$ cat config.mk
export PLATFORM = sky130hd
export DESIGN_NAME = game_flow_ctrl
export DESIGN_NICKNAME = d
export VERILOG_FILES = /design/src/rtl/game_flow_ctrl.sv
export SDC_FILE = /design/constraint.sdc
export NUM_CORES = 1
export LEC_CHECK = 0
export ABC_CLOCK_PERIOD_IN_PS = 2200
export BUFFER_PORTS_ARGS = -buffer_cell sky130_fd_sc_hd__buf_2
export CAP_MARGIN = 20
export CORE_MARGIN = 2
export CORE_UTILIZATION = 58
export CTS_CLUSTER_DIAMETER = 80
export CTS_CLUSTER_SIZE = 10
export DETAILED_ROUTE_END_ITERATION = 8
export GPL_TIMING_DRIVEN = 0
export HOLD_SLACK_MARGIN = 0.1
export PLACE_DENSITY = 0.79
export REMOVE_ABC_BUFFERS = 1
export SETUP_SLACK_MARGIN = 0.4
export SYNTH_ARGS = -nofsm -noshare
export SYNTH_HDL_FRONTEND = slang
export SYNTH_SLANG_ARGS = --single-unit
$ cat constraint.sdc
create_clock -name clk -period 2.2 [get_ports clk]
set_input_delay 0.44 -clock clk [delete_from_list [all_inputs] [get_ports clk]]
set_output_delay 0.44 -clock clk [all_outputs]
set_load 0.02 [all_outputs]
$ cat src/rtl/game_flow_ctrl.sv
// Game-flow sequencer: screen mode, lives, BCD score and post-hit invulnerability.
// Optional PAUSE mode is built when GAME_PAUSE_EN is defined.
module game_flow_ctrl #(
  parameter int LIVES_INIT       = 3,
  parameter int SCORE_FRAMES     = 60,
  parameter int INVULN_FRAMES    = 120,
  parameter int OVER_HOLD_FRAMES = 180
) (
  input  logic        clk,
  input  logic        rst,
  input  logic        frame_tick,
  input  logic        start_btn,
  input  logic        pause_btn,
  input  logic        hit,
  output logic [1:0]  mode,
  output logic [1:0]  lives,
  output logic [15:0] score_bcd,
  output logic        invuln,
  output logic        game_rst
);

  localparam int FRAME_W = (SCORE_FRAMES > 1) ? $clog2(SCORE_FRAMES) : 1;
  localparam int INV_W   = $clog2(INVULN_FRAMES + 1) > 0 ? $clog2(INVULN_FRAMES + 1) : 1;
  localparam int HOLD_W  = $clog2(OVER_HOLD_FRAMES + 1) > 0 ? $clog2(OVER_HOLD_FRAMES + 1) : 1;

  typedef enum logic [1:0] {
    MENU  = 2'b00,
    PLAY  = 2'b01,
    PAUSE = 2'b10,
    OVER  = 2'b11
  } state_t;

  state_t              state_q, state_d;
  logic [1:0]          lives_q, lives_d;
  logic [15:0]         score_q, score_d;
  logic                invuln_q, invuln_d;
  logic                game_rst_q, game_rst_d;
  logic [FRAME_W-1:0]  frame_q, frame_d;
  logic [INV_W-1:0]    inv_q, inv_d;
  logic [HOLD_W-1:0]   hold_q, hold_d;
  logic                start_prev;
  logic                start_rise;
  logic                pause_rise;

  // Saturating four-digit BCD increment.
  function automatic logic [15:0] bcd_inc(input logic [15:0] s);
    logic [15:0] r;
    logic        carry;
    r     = s;
    carry = 1'b1;
    if (s != 16'h9999) begin
      for (int i = 0; i < 4; i++) begin
        if (carry) begin
          if (r[i*4 +: 4] == 4'd9) begin
            r[i*4 +: 4] = 4'd0;
          end else begin
            r[i*4 +: 4] = r[i*4 +: 4] + 4'd1;
            carry       = 1'b0;
          end
        end
      end
    end
    return r;
  endfunction

  assign start_rise = start_btn & ~start_prev;

`ifdef GAME_PAUSE_EN
  logic pause_prev;
  assign pause_rise = pause_btn & ~pause_prev;
  always_ff @(posedge clk) begin
    if (rst) pause_prev <= 1'b1;
    else     pause_prev <= pause_btn;
  end
`else
  assign pause_rise = 1'b0;
`endif

  always_comb begin
    state_d    = state_q;
    lives_d    = lives_q;
    score_d    = score_q;
    invuln_d   = invuln_q;
    frame_d    = frame_q;
    inv_d      = inv_q;
    hold_d     = hold_q;
    game_rst_d = 1'b0;
    case (state_q)
      MENU: begin
        if (start_rise) begin
          state_d    = PLAY;
          game_rst_d = 1'b1;
          lives_d    = 2'(LIVES_INIT);
          score_d    = 16'h0000;
          frame_d    = '0;
          invuln_d   = 1'b0;
          inv_d      = '0;
        end
      end
      PLAY: begin
        if (frame_tick) begin
          if (frame_q == FRAME_W'(SCORE_FRAMES - 1)) begin
            frame_d = '0;
            score_d = bcd_inc(score_q);
          end else begin
            frame_d = frame_q + 1'b1;
          end
          if (invuln_q) begin
            if (inv_q <= INV_W'(1)) begin
              inv_d    = '0;
              invuln_d = 1'b0;
            end else begin
              inv_d = inv_q - 1'b1;
            end
          end
        end
        // A hit landing on the expiry tick sees invuln_q still set and is dropped.
        if (hit && !invuln_q) begin
          invuln_d = 1'b1;
          inv_d    = INV_W'(INVULN_FRAMES);
          if (lives_q <= 2'd1) begin
            lives_d = 2'd0;
            state_d = OVER;
            hold_d  = HOLD_W'(OVER_HOLD_FRAMES);
          end else begin
            lives_d = lives_q - 2'd1;
          end
        end
        if (pause_rise && state_d == PLAY) state_d = PAUSE;
      end
`ifdef GAME_PAUSE_EN
      PAUSE: begin
        if (pause_rise) state_d = PLAY;
      end
`endif
      OVER: begin
        if (frame_tick && hold_q != '0) hold_d = hold_q - 1'b1;
        if (start_rise && hold_q == '0) state_d = MENU;
      end
      default: state_d = MENU;
    endcase
  end

  always_ff @(posedge clk) begin
    if (rst) begin
      state_q    <= MENU;
      lives_q    <= 2'd0;
      score_q    <= 16'h0000;
      invuln_q   <= 1'b0;
      game_rst_q <= 1'b0;
      frame_q    <= '0;
      inv_q      <= '0;
      hold_q     <= '0;
      start_prev <= 1'b1;
    end else begin
      state_q    <= state_d;
      lives_q    <= lives_d;
      score_q    <= score_d;
      invuln_q   <= invuln_d;
      game_rst_q <= game_rst_d;
      frame_q    <= frame_d;
      inv_q      <= inv_d;
      hold_q     <= hold_d;
      start_prev <= start_btn;
    end
  end

  assign mode      = state_q;
  assign lives     = lives_q;
  assign score_bcd = score_q;
  assign invuln    = invuln_q;
  assign game_rst  = game_rst_q;

endmodule
# ---- After elaboration in Yosys (flattened, before gate mapping)
# Cells that the tools add are included.
dict set report classes {
  add_sub_neg 8
  reduce_logical 20
  order_cmp 2
  bitwise 3
  eq_ne 21
  muxes 59
}
# cell n
set ops {}
lappend ops {{$mux W16} 4}
lappend ops {{$mux W7} 5}
lappend ops {{$pmux W16 S2} 1}
lappend ops {{$mux W4} 7}
lappend ops {{$mux W8} 3}
lappend ops {{$mux W1} 23}
lappend ops {{$ne A2 B2 Y1 const B} 11}
lappend ops {{$mux W6} 3}
lappend ops {{$reduce_and A6 Y1} 3}
lappend ops {{$add A4 B1 Y4 const B} 4}
lappend ops {{$eq A4 B4 Y1 const B} 4}
lappend ops {{$ne A16 B16 Y1 const B} 1}
lappend ops {{$pmux W8 S2} 1}
lappend ops {{$mux W2} 7}
lappend ops {{$pmux W7 S2} 1}
lappend ops {{$pmux W6 S2} 1}
lappend ops {{$reduce_and A4 Y1} 3}
lappend ops {{$reduce_and A3 Y1} 3}
lappend ops {{$logic_not A8 Y1} 1}
lappend ops {{$reduce_bool A8 Y1} 1}
lappend ops {{$sub A8 B1 Y8 const B} 1}
lappend ops {{$le A7 B1 Y1 const B} 1}
lappend ops {{$sub A7 B1 Y7 const B} 1}
lappend ops {{$add A6 B1 Y6 const B} 1}
lappend ops {{other kinds (17)} 22}
dict set report word_totals {
  out_inout_bits 22
  in_bits 6
  elab_cells 125
  ff_bits 44
}

# ---- Longest topological paths before layout
# Gate-level depths: netlist of the first run.
dict set report logic_depth {
  word_depth 21
  depth_mapped 7
  ltp_nobuf 7
}

# ---- Worst setup path after synthesis of the first run
# No wires, ideal clock.
dict set report synth_timing {
  path_kind {reg-to-reg}
  start {reg score_q[13] (netlist: score_bcd[13])}
  end {reg score_q[13] (netlist: score_bcd[13])}
  path_stages_with_launch 8
  n_path_buf 0
  synth_period_minus_slack_ps 2021
  arrival_time_ps 1950
  setup_time_ps 71
  required_ps 2129
  slack_ps 179
  path_cell_list {dfxtp_1 inv_1 ha_1 and3b_1 nor3b_1 nand3_4 or4_1 a21oi_1}
}
dict set report synth_between {
  elab_chain_len 7
  elab_cells_between_ends 11
  cone_classes {add/sub: 1; eq/ne: 3; mux: 6; reduce/logical: 1}
}
# item line
set synth_rtl {}
lappend synth_rtl {{from (decl)} 35} ;# logic [15:0] score_q, score_d;
lappend synth_rtl {{from (signal assigned)} 158} ;# score_q <= score_d;
lappend synth_rtl {{$add A4 B1 Y4 or $eq A4 B4 Y1 (tied branches)} {57, 54}}
lappend synth_rtl {{$mux W4} 54} ;# if (r[i*4 +: 4] == 4'd9) begin
lappend synth_rtl {{$mux W4} 53} ;# if (carry) begin
lappend synth_rtl {{$mux W16} 51} ;# if (s != 16'h9999) begin
lappend synth_rtl {{$mux W16} 102} ;# if (frame_q == FRAME_W'(SCORE_FRAMES - 1)) begin
lappend synth_rtl {{$mux W16} 101} ;# if (frame_tick) begin
lappend synth_rtl {{$pmux W16 S2} 88} ;# case (state_q)
# Several ways; a longest one is shown, not always the timed one. The select of a mux whose other input is x is not followed.
# A chain may end at the register's enable or synchronous reset.

# ---- Worst setup path in the final report of the first run
dict set report layout_timing {
  start {reg state_q[0] (netlist: mode[0])}
  end {reg score_q[11] (netlist: score_bcd[11])}
}
dict set report layout_between {
  elab_chain_len 3
  elab_cells_between_ends 10
  cone_classes {eq/ne: 6; mux: 1; reduce/logical: 3}
}
# item line
set layout_rtl {}
lappend layout_rtl {{from (decl)} 33} ;# state_t state_q, state_d;
lappend layout_rtl {{from (signal assigned)} 156} ;# state_q <= state_d;
lappend layout_rtl {{$eq A2 B1 Y1 or $logic_not A2 Y1 (tied branches)} 88}
lappend layout_rtl {{$ne A2 B2 Y1 (no line) or $reduce_bool A2 Y1 (tied branches)} --}
lappend layout_rtl {{$reduce_and A6 Y1 (no line)} --}
# Several ways; a longest one is shown, not always the timed one.

==> results of run 1 <==
-- routing by layer --
metal,track usage [%],wire [um]
met5,0,0
met4,9.750,62
met3,6.414,206
met2,43.38,2700
met1,32.96,2445
-- placed cells by master, fill, tap and decap left out, types with 8 or more instances in the layout --
| master | netlist | final |
|---|---|---|
| buf_2 | 2 | 26 |
| a21oi_1 | 16 | 14 |
| inv_1 | 10 | 10 |
| nand2_1 | 17 | 17 |
| dfxtp_1 | 44 | 35 |
| nand4_1 | 9 | 9 |
| nand3_1 | 13 | 13 |
| nor3_1 | 9 | 8 |
| buf_4 | 0 | 18 |
| xor2_1 | 13 | 13 |
| nor2_1 | 28 | 28 |
| ha_1 | 13 | 12 |
-- critical path, stage by stage (launching register included) --
cell and delay (ns):
dfxtp_4 0.35, or4b_4 0.58, o21ai_4 0.15, o211a_1 0.24, a21oi_2 0.09, a221o_1 0.35
-- timing repair --
item / in CTS / in global routing
gates cloned: 1 / 0
resized for setup: 24 / 8
buffers inserted: 16 / 3
pin swaps: 9 / 4
setup endpoints to repair: 33 / 26
-- where the power goes --
part / leakage, nW / internal [mW] / switching [mW]
combinational: 0.735 / 0.0866 / 0.118
clock: 0.0510 / 0.251 / 0.283
sequential: 0.361 / 0.810 / 0.0167
-- sequential cells by signal (all words and copies together) (netlist names) --
name	count
inv_q	7
hold_q	8
lives	2
frame_q	6
game_rst	1
mode	2
score_bcd	16
invuln	1
start_prev	1
-- through the flow --
stage | cell area [um2] | utilization, % | TNS, ns
detailed placement | 2504 | 63.04 | -0.003015
finish | 2856 | 71.93 | 0
global placement | 2504 | 63.04 | 0
CTS | 2815 | 70.89 | 0
floorplan | 2311 | - | 0
global route | 2856 | 71.93 | 0
-- kinds of logic after synthesis --
group / Yosys count / share of synthesized area, %
simple gates: 121 / 28.60
buf+inv: 19 / 3.760
mux: 2 / 0.9004
fa+ha+maj: 13 / 6.886
compound gates: 54 / 15.52
flops: 44 / 37.29
xor+xnor: 19 / 7.045
-- worst min-delay path by stage --
| stage | from | slack, ns | endpoint |
|---|---|---|---|
| finish | start_btn | 0.36 | start_prev |
| global route | start_btn | 0.35 | start_prev |
| CTS | start_btn | 0.35 | start_prev |
| detailed placement | inv_q[6] | 0.45 | inv_q[6] |
| global placement | inv_q[6] | 0.45 | inv_q[6] |
| floorplan | inv_q[6] | 0.43 | inv_q[6] |
-- final cells by class --
| cell class | instances | area [um2] |
|---|---|---|
| fillers | 314 | 1115 |
| multi-input cells | 210 | 1488 |
| well taps | 50 | 62.56 |
| inverters | 10 | 37.54 |
| clock inverters | 2 | 10.01 |
| clock buffers | 6 | 82.58 |
| flip-flops and latches | 44 | 899.6 |
| repair buffers | 45 | 276.5 |
==> summary.txt, run 1 <==
Run status
  – Outcome: finished, final reports clean

Setup path
  – CP Capture Type: register
  – FF-to-FF Start: mode[0]
  – CP startpoint: mode[0]
  – Worst-path fanout max: 6
  – Setup crit end: score_bcd[11]
  – Required time of the worst setup path: 2.39 ns
  – Crit Reg-Reg Endpoint: score_bcd[11]
  – Startpoint types: register
  – R2r setup slk: 0.33 ns
  – CP arrival: 2.06 ns
  – Critical path class: reg -> reg
  – Reg2Reg Depth: 5

STA
  – Final setup fails: 0
  – Final worst-path setup slack: 0.3283 ns
  – Peak Freq: 534.3 MHz
  – Fin crit period: 1.872 ns
  – Worst slew pin tran: 0.6332 ns
  – Final hold violations: 0
  – Clock skew: 0.006927 ns
  – Relative slew slack: 57.79%
  – RSZ-0062 raised after global routing: true
  – Worst hold slack: 0.3587 ns
  – Crit share post-route: 85.08%
  – Final Max Slew Viols: 0

Synthesis
  – Seq/Total Area, Yosys: 37.29%
  – Cell taking the most area after synthesis: dfxtp_1
  – EDFF count, synth: 0
  – Main synth FF type: dfxtp_1
  – Synth Register Bits: 44
  – Warning count from the yosys run: 0
  – Synth cell count leaders: dfxtp_1 (44), nor2_1 (28), nand2_1 (17), a21oi_1 (16)
  – Yosys top cell area share: 37.29%
  – Asr flop ratio synth: 0%
  – Cell variety after synth: 51
  – Top cells by area, synth: dfxtp_1 (37%), ha_1 (6.9%), xor2_1 (4.8%), nor2_1 (4.4%), a21oi_1 (3.4%)
  – Avg Synthesized Cell Area: 8.685 um2
  – Synthesized cell area: 2362 um2
  – Synthesized netlist cell count: 272
  – Most frequent cell after synthesis: dfxtp_1

Drt
  – Routed wire length: 5414 um
  – Drt wl/cell: 14.75 um
  – Via-to-Cell Ratio: 5.869
  – Via count: 2,154
  – DRT iter0 DRCs: 138
  – Post-route antenna net violation count: 0
  – Residual DRC: 0
  – Drt pass-1 iters: 4

Clocking
  – Clock latency on the worst-skew pair: 0.31 ns
  – Worst-path clk slew: 0.08 ns
  – # hold bufs at CTS: 0
  – CTS tree: yes
  – Clock sinks: 44
  – CTS H-tree depth: 2
  – CTS max path bufs: 2
  – Clk root buf: clkbuf_8
  – TritonCTS buffer count: 5

Power and ir drop
  – Tot Pwr: 1.565 mW
  – Power Dens Cells: 548.0 nW/um2
  – Leakage: 1.147 nW
  – VDD IR-drop max: 353.6 uV

Global route
  – Largest net degree at the start of global routing: 36
  – Total Routing Usage GR: 26.17%
  – Vias in the first global route: 1,981
  – First-pass GRT wire length: 8997 um
  – GRT overflow: 0
  – Initial antenna violation count: 0

Placed design
  – I/O Buffers: 26
  – Dpl hpwl: 3242 um
  – Routability Congestion: 0.8201
  – Dpl ws: -0.003015 ns
  – Dpl cells: 339

Min path
  – Hold path cells: 2
  – Hold Crit Class: in -> reg

Finish
  – Fraction of layout cells with a size suffix above 1: 26.50%
  – Final #Nets: 335
  – Final Non-Filler Cells: 367
  – Area Growth Syn to Fin: 20.92%
  – Ant. Diodes: 0

Floorplanning
  – Die width: 67.82 um
  – Core box area: 3971 um2
  – Io pins: 28
  – Std-Cell Rows: 23
  – Initial Util: 59.48%
  – Die area: 4600 um2
  – Die height: 67.82 um

Run
  – Max_cap viols: 0
Note: power is estimated with default switching activity, not from simulation.
==> inputs of run 2 (changes only) <==
--- a/config.mk
+++ b/config.mk
@@ -5,6 +5,7 @@
 export SDC_FILE = /design/constraint.sdc
 export NUM_CORES = 1
 export LEC_CHECK = 0
+export ABC_AREA = 1
 export ABC_CLOCK_PERIOD_IN_PS = 2200
 export BUFFER_PORTS_ARGS = -buffer_cell sky130_fd_sc_hd__buf_2
 export CAP_MARGIN = 20
@@ -14,7 +15,7 @@
 export CTS_CLUSTER_SIZE = 10
 export DETAILED_ROUTE_END_ITERATION = 8
 export GPL_TIMING_DRIVEN = 0
-export HOLD_SLACK_MARGIN = 0.1
+export HOLD_SLACK_MARGIN = 0.08
 export PLACE_DENSITY = 0.79
 export REMOVE_ABC_BUFFERS = 1
 export SETUP_SLACK_MARGIN = 0.4
==> run 2 against run 1 <==
Against the previous run:
- global-route usage down 3.5 points
- cell count increased by 29%
- combinational power grew 47%
- clock power shrank 9.4%
- via count grew 17%
- sequential share of layout area decreased by 0.85 points
- largest cell class unchanged
==> summary.txt, run 2 <==
Run status
  – Outcome: finished, final reports clean

Clocking
  – Clock sinks: 44 (unchanged)
  – # hold bufs at CTS: 0 (unchanged)
  – TritonCTS buffer count: 5 (unchanged)
  – CTS H-tree depth: 2 (unchanged)
  – Clock latency on the worst-skew pair: 0.30 ns (about the same)
  – CTS tree: yes
  – Clk root buf: clkbuf_8
  – CTS max path bufs: 2 (unchanged)
  – Worst-path clk slew: 0.08 ns (about the same)

STA
  – RSZ-0062 raised after global routing: true
  – Crit share post-route: 75.91% (-9.2 points)
  – Final hold violations: 0 (unchanged)
  – Relative slew slack: 62.08% (+4.3 points)
  – Clock skew: 0.004704 ns (-0.002223 ns)
  – Worst slew pin tran: 0.5688 ns (-0.06442 ns)
  – Peak Freq: 598.8 MHz (+12%)
  – Setup TNS: 0 ns (unchanged)
  – Final Max Slew Viols: 0 (unchanged)
  – Final worst-path setup slack: 0.5299 ns (+0.2016 ns)
  – Fin crit period: 1.670 ns (-0.2016 ns)
  – Final setup fails: 0 (unchanged)

Placed design
  – Dpl ws: 0.3296 ns (+0.3326 ns)
  – I/O Buffers: 26 (unchanged)
  – Dpl hpwl: 3883 um (+20%)
  – Routability Congestion: 0.8361 (+2.0%)
  – Dpl cells: 462 (+36%)

Global route
  – Vias in the first global route: 2,192 (+11%)
  – Total Routing Usage GR: 22.69% (-3.5 points)
  – Largest net degree at the start of global routing: 31 (-14%)
  – Initial antenna violation count: 0 (unchanged)
  – GRT overflow: 0 (unchanged)
  – First-pass GRT wire length: 9259 um (+2.9%)

Floorplanning
  – Die width: 70.62 um (+4.1%)
  – Io pins: 28 (unchanged)
  – Die height: 70.62 um (+4.1%)
  – Core box area: 4324 um2 (+8.9%)
  – Initial Util: 59.52% (about the same)
  – Die area: 4986 um2 (+8.4%)
  – Std-Cell Rows: 24 (+4.3%)

Finish
  – Most common cell after layout, fill and taps aside: nand2_1
  – Max reg flops: 16 (unchanged)
  – Most frequent cells in the layout: nand2_1 (98), nor2_1 (52), inv_1 (41)
  – Reg area: 888.4 um2 (-1.3%)
  – Ant. Diodes: 0 (unchanged)
  – Final Non-Filler Cells: 475 (+29%)
  – Filler cells: 401 (+28%)
  – Multi-input logic area: 1539 um2 (+3.4%)
  – Area Growth Syn to Fin: 12.64%
  – Fraction of layout cells with a size suffix above 1: 16.08% (-10 points)
  – Final #Nets: 442 (+32%)

Synthesis
  – Most frequent cell after synthesis: nand2_1
  – Cell variety after synth: 31 (-39%)
  – Synth cell count leaders: nand2_1 (100), nor2_1 (55), dfxtp_1 (44), inv_1 (41), nand3_1 (39)
  – Yosys top cell area share: 34.22% (-3.1 points)
  – Synthesized netlist cell count: 391 (+44%)
  – Cell taking the most area after synthesis: dfxtp_1
  – Asr flop ratio synth: 0% (unchanged)
  – Main synth FF type: dfxtp_1
  – Synthesized cell area: 2574 um2 (+9.0%)
  – Avg Synthesized Cell Area: 6.582 um2 (-24%)
  – Warning count from the yosys run: 0 (unchanged)
  – EDFF count, synth: 0 (unchanged)
  – Top cells by area, synth: dfxtp_1 (34%), nand2_1 (15%), nor2_1 (8.0%), nand3_1 (7.6%), ha_1 (6.3%)
  – Seq/Total Area, Yosys: 34.22% (-3.1 points)
  – Synth Register Bits: 44 (unchanged)

Setup path
  – R2r setup slk: 0.53 ns (+0.20 ns)
  – CP startpoint: score_bcd[4]
  – Required time of the worst setup path: 2.43 ns (+0.04 ns)
  – CP arrival: 1.90 ns (-0.16 ns)
  – Reg2Reg Depth: 10 (+5)
  – FF-to-FF Start: score_bcd[4]
  – Startpoint types: register
  – Crit Reg-Reg Endpoint: score_bcd[2]
  – Worst-path fanout max: 8 (+2)
  – Setup crit end: score_bcd[2]
  – Critical path class: reg -> reg
  – CP Capture Type: register

Drt
  – Post-route antenna net violation count: 0 (unchanged)
  – Routed wire length: 5503 um (+1.6%)
  – Drt pass-1 iters: 5 (+1)
  – Via count: 2,518 (+17%)
  – Via-to-Cell Ratio: 5.301 (-9.7%)
  – Residual DRC: 0 (unchanged)
  – DRT iter0 DRCs: 142 (+2.9%)
  – Drt wl/cell: 11.59 um (-21%)

Min path
  – Min-delay src: start_btn
  – Hold Crit Class: in -> reg

Power and ir drop
  – Sw Ratio: 30.09% (+3.4 points)
  – Sequential share of power: 52.0% (-0.8 points)
  – P_int: 1.139 mW (-0.74%)
  – VDD IR-drop max: 409.9 uV (+16%)
  – Clock share of power: 29.7% (-4.4 points)
  – Power Dens Cells: 562.0 nW/um2 (+2.6%)
  – Comb pwr share: 18.3% (+5.2 points)
  – Leakage: 1.287 nW (+12%)
  – Net switching power: 0.4903 mW (+17%)

Run
  – Max_cap viols: 0 (unchanged)
-- run 2: per-layer routing --
metal | vias up | GRT usage, % | routed length [um]
li1 | 1325 | - | -
met1 | 1130 | 29.42 | 2630
met2 | 53 | 37.63 | 2554
met3 | 10 | 4.986 | 204
met4 | 0 | 7.966 | 114
met5 | - | 0 | 0
-- run 2: power groups by stage --
| stage | combinational, mW | sequential, mW | clock (mW) |
|---|---|---|---|
| global placement | 0.275 | 0.863 | 0 |
| finish | 0.299 | 0.847 | 0.484 |
| detailed placement | 0.281 | 0.864 | 0 |
| global route | 0.341 | 0.851 | 0.519 |
| CTS | 0.285 | 0.846 | 0.498 |
| floorplan | 0.196 | 0.876 | 0 |
-- run 2: how the worst min path moves through the flow --
stage	to	slack (ns)	cells past startpoint
final	start_prev	0.35	3
after floorplan	inv_q[5]	0.45	2
after global placement	inv_q[1]	0.46	2
after global routing	start_prev	0.36	3
after detailed placement	inv_q[1]	0.47	2
after CTS	start_prev	0.35	3
-- run 2: critical path, cell delays in order (launching register included) --
cell and delay [ns]:
dfxtp_2 0.40, ha_1 0.18, nand2_1 0.09, nor2_4 0.16, nand3_2 0.13, nor2_4 0.15, nor2_4 0.09, buf_4 0.14
inv_1 0.06, nand2_1 0.05, a21oi_1 0.15
-- run 2: area by class of cell --
cell class,instances,area share [%]
multi-input cells,298,53.09
flip-flops and latches,44,30.64
inverters,43,5.568
clock inverters,1,0.1726
repair buffers,31,5.783
well taps,52,2.244
clock buffers,6,2.503
-- run 2: logic make-up (layout without fill, tap and decap cells) --
kind of cell | count (synthesis) | after routing | synth area share [%]
and+or+nand+nor | 224 | 225 | 38.02
AOI/OAI and AO/OA | 51 | 51 | 10.45
buffers and inverters | 50 | 81 | 7.924
DFF | 44 | 44 | 34.22
adders and majority gates | 13 | 13 | 6.320
xor gates and xnor gates | 9 | 9 | 3.062
-- run 2: through the flow --
step / cell area (um2) / utilization, % / hold slack, ns / total power, mW
2_1_floorplan: 2531 / - / 0.4504 / 1.072
3_3_place_gp: 2726 / 63.05 / 0.4616 / 1.138
3_5_place_dp: 2726 / 63.05 / 0.4660 / 1.146
4_1_cts: 2816 / 65.13 / 0.3495 / 1.629
5_1_grt: 2899 / 67.04 / 0.3634 / 1.711
6_report: 2899 / 67.04 / 0.3537 / 1.629
-- run 2: timing repair --
action / in CTS / in global routing
gates cloned: 0 / 1
setup endpoints to repair: 17 / 26
buffers inserted: 0 / 5
gates resized for setup: 3 / 15
pin swaps: 0 / 2
hold endpoints to repair: 0 / 0
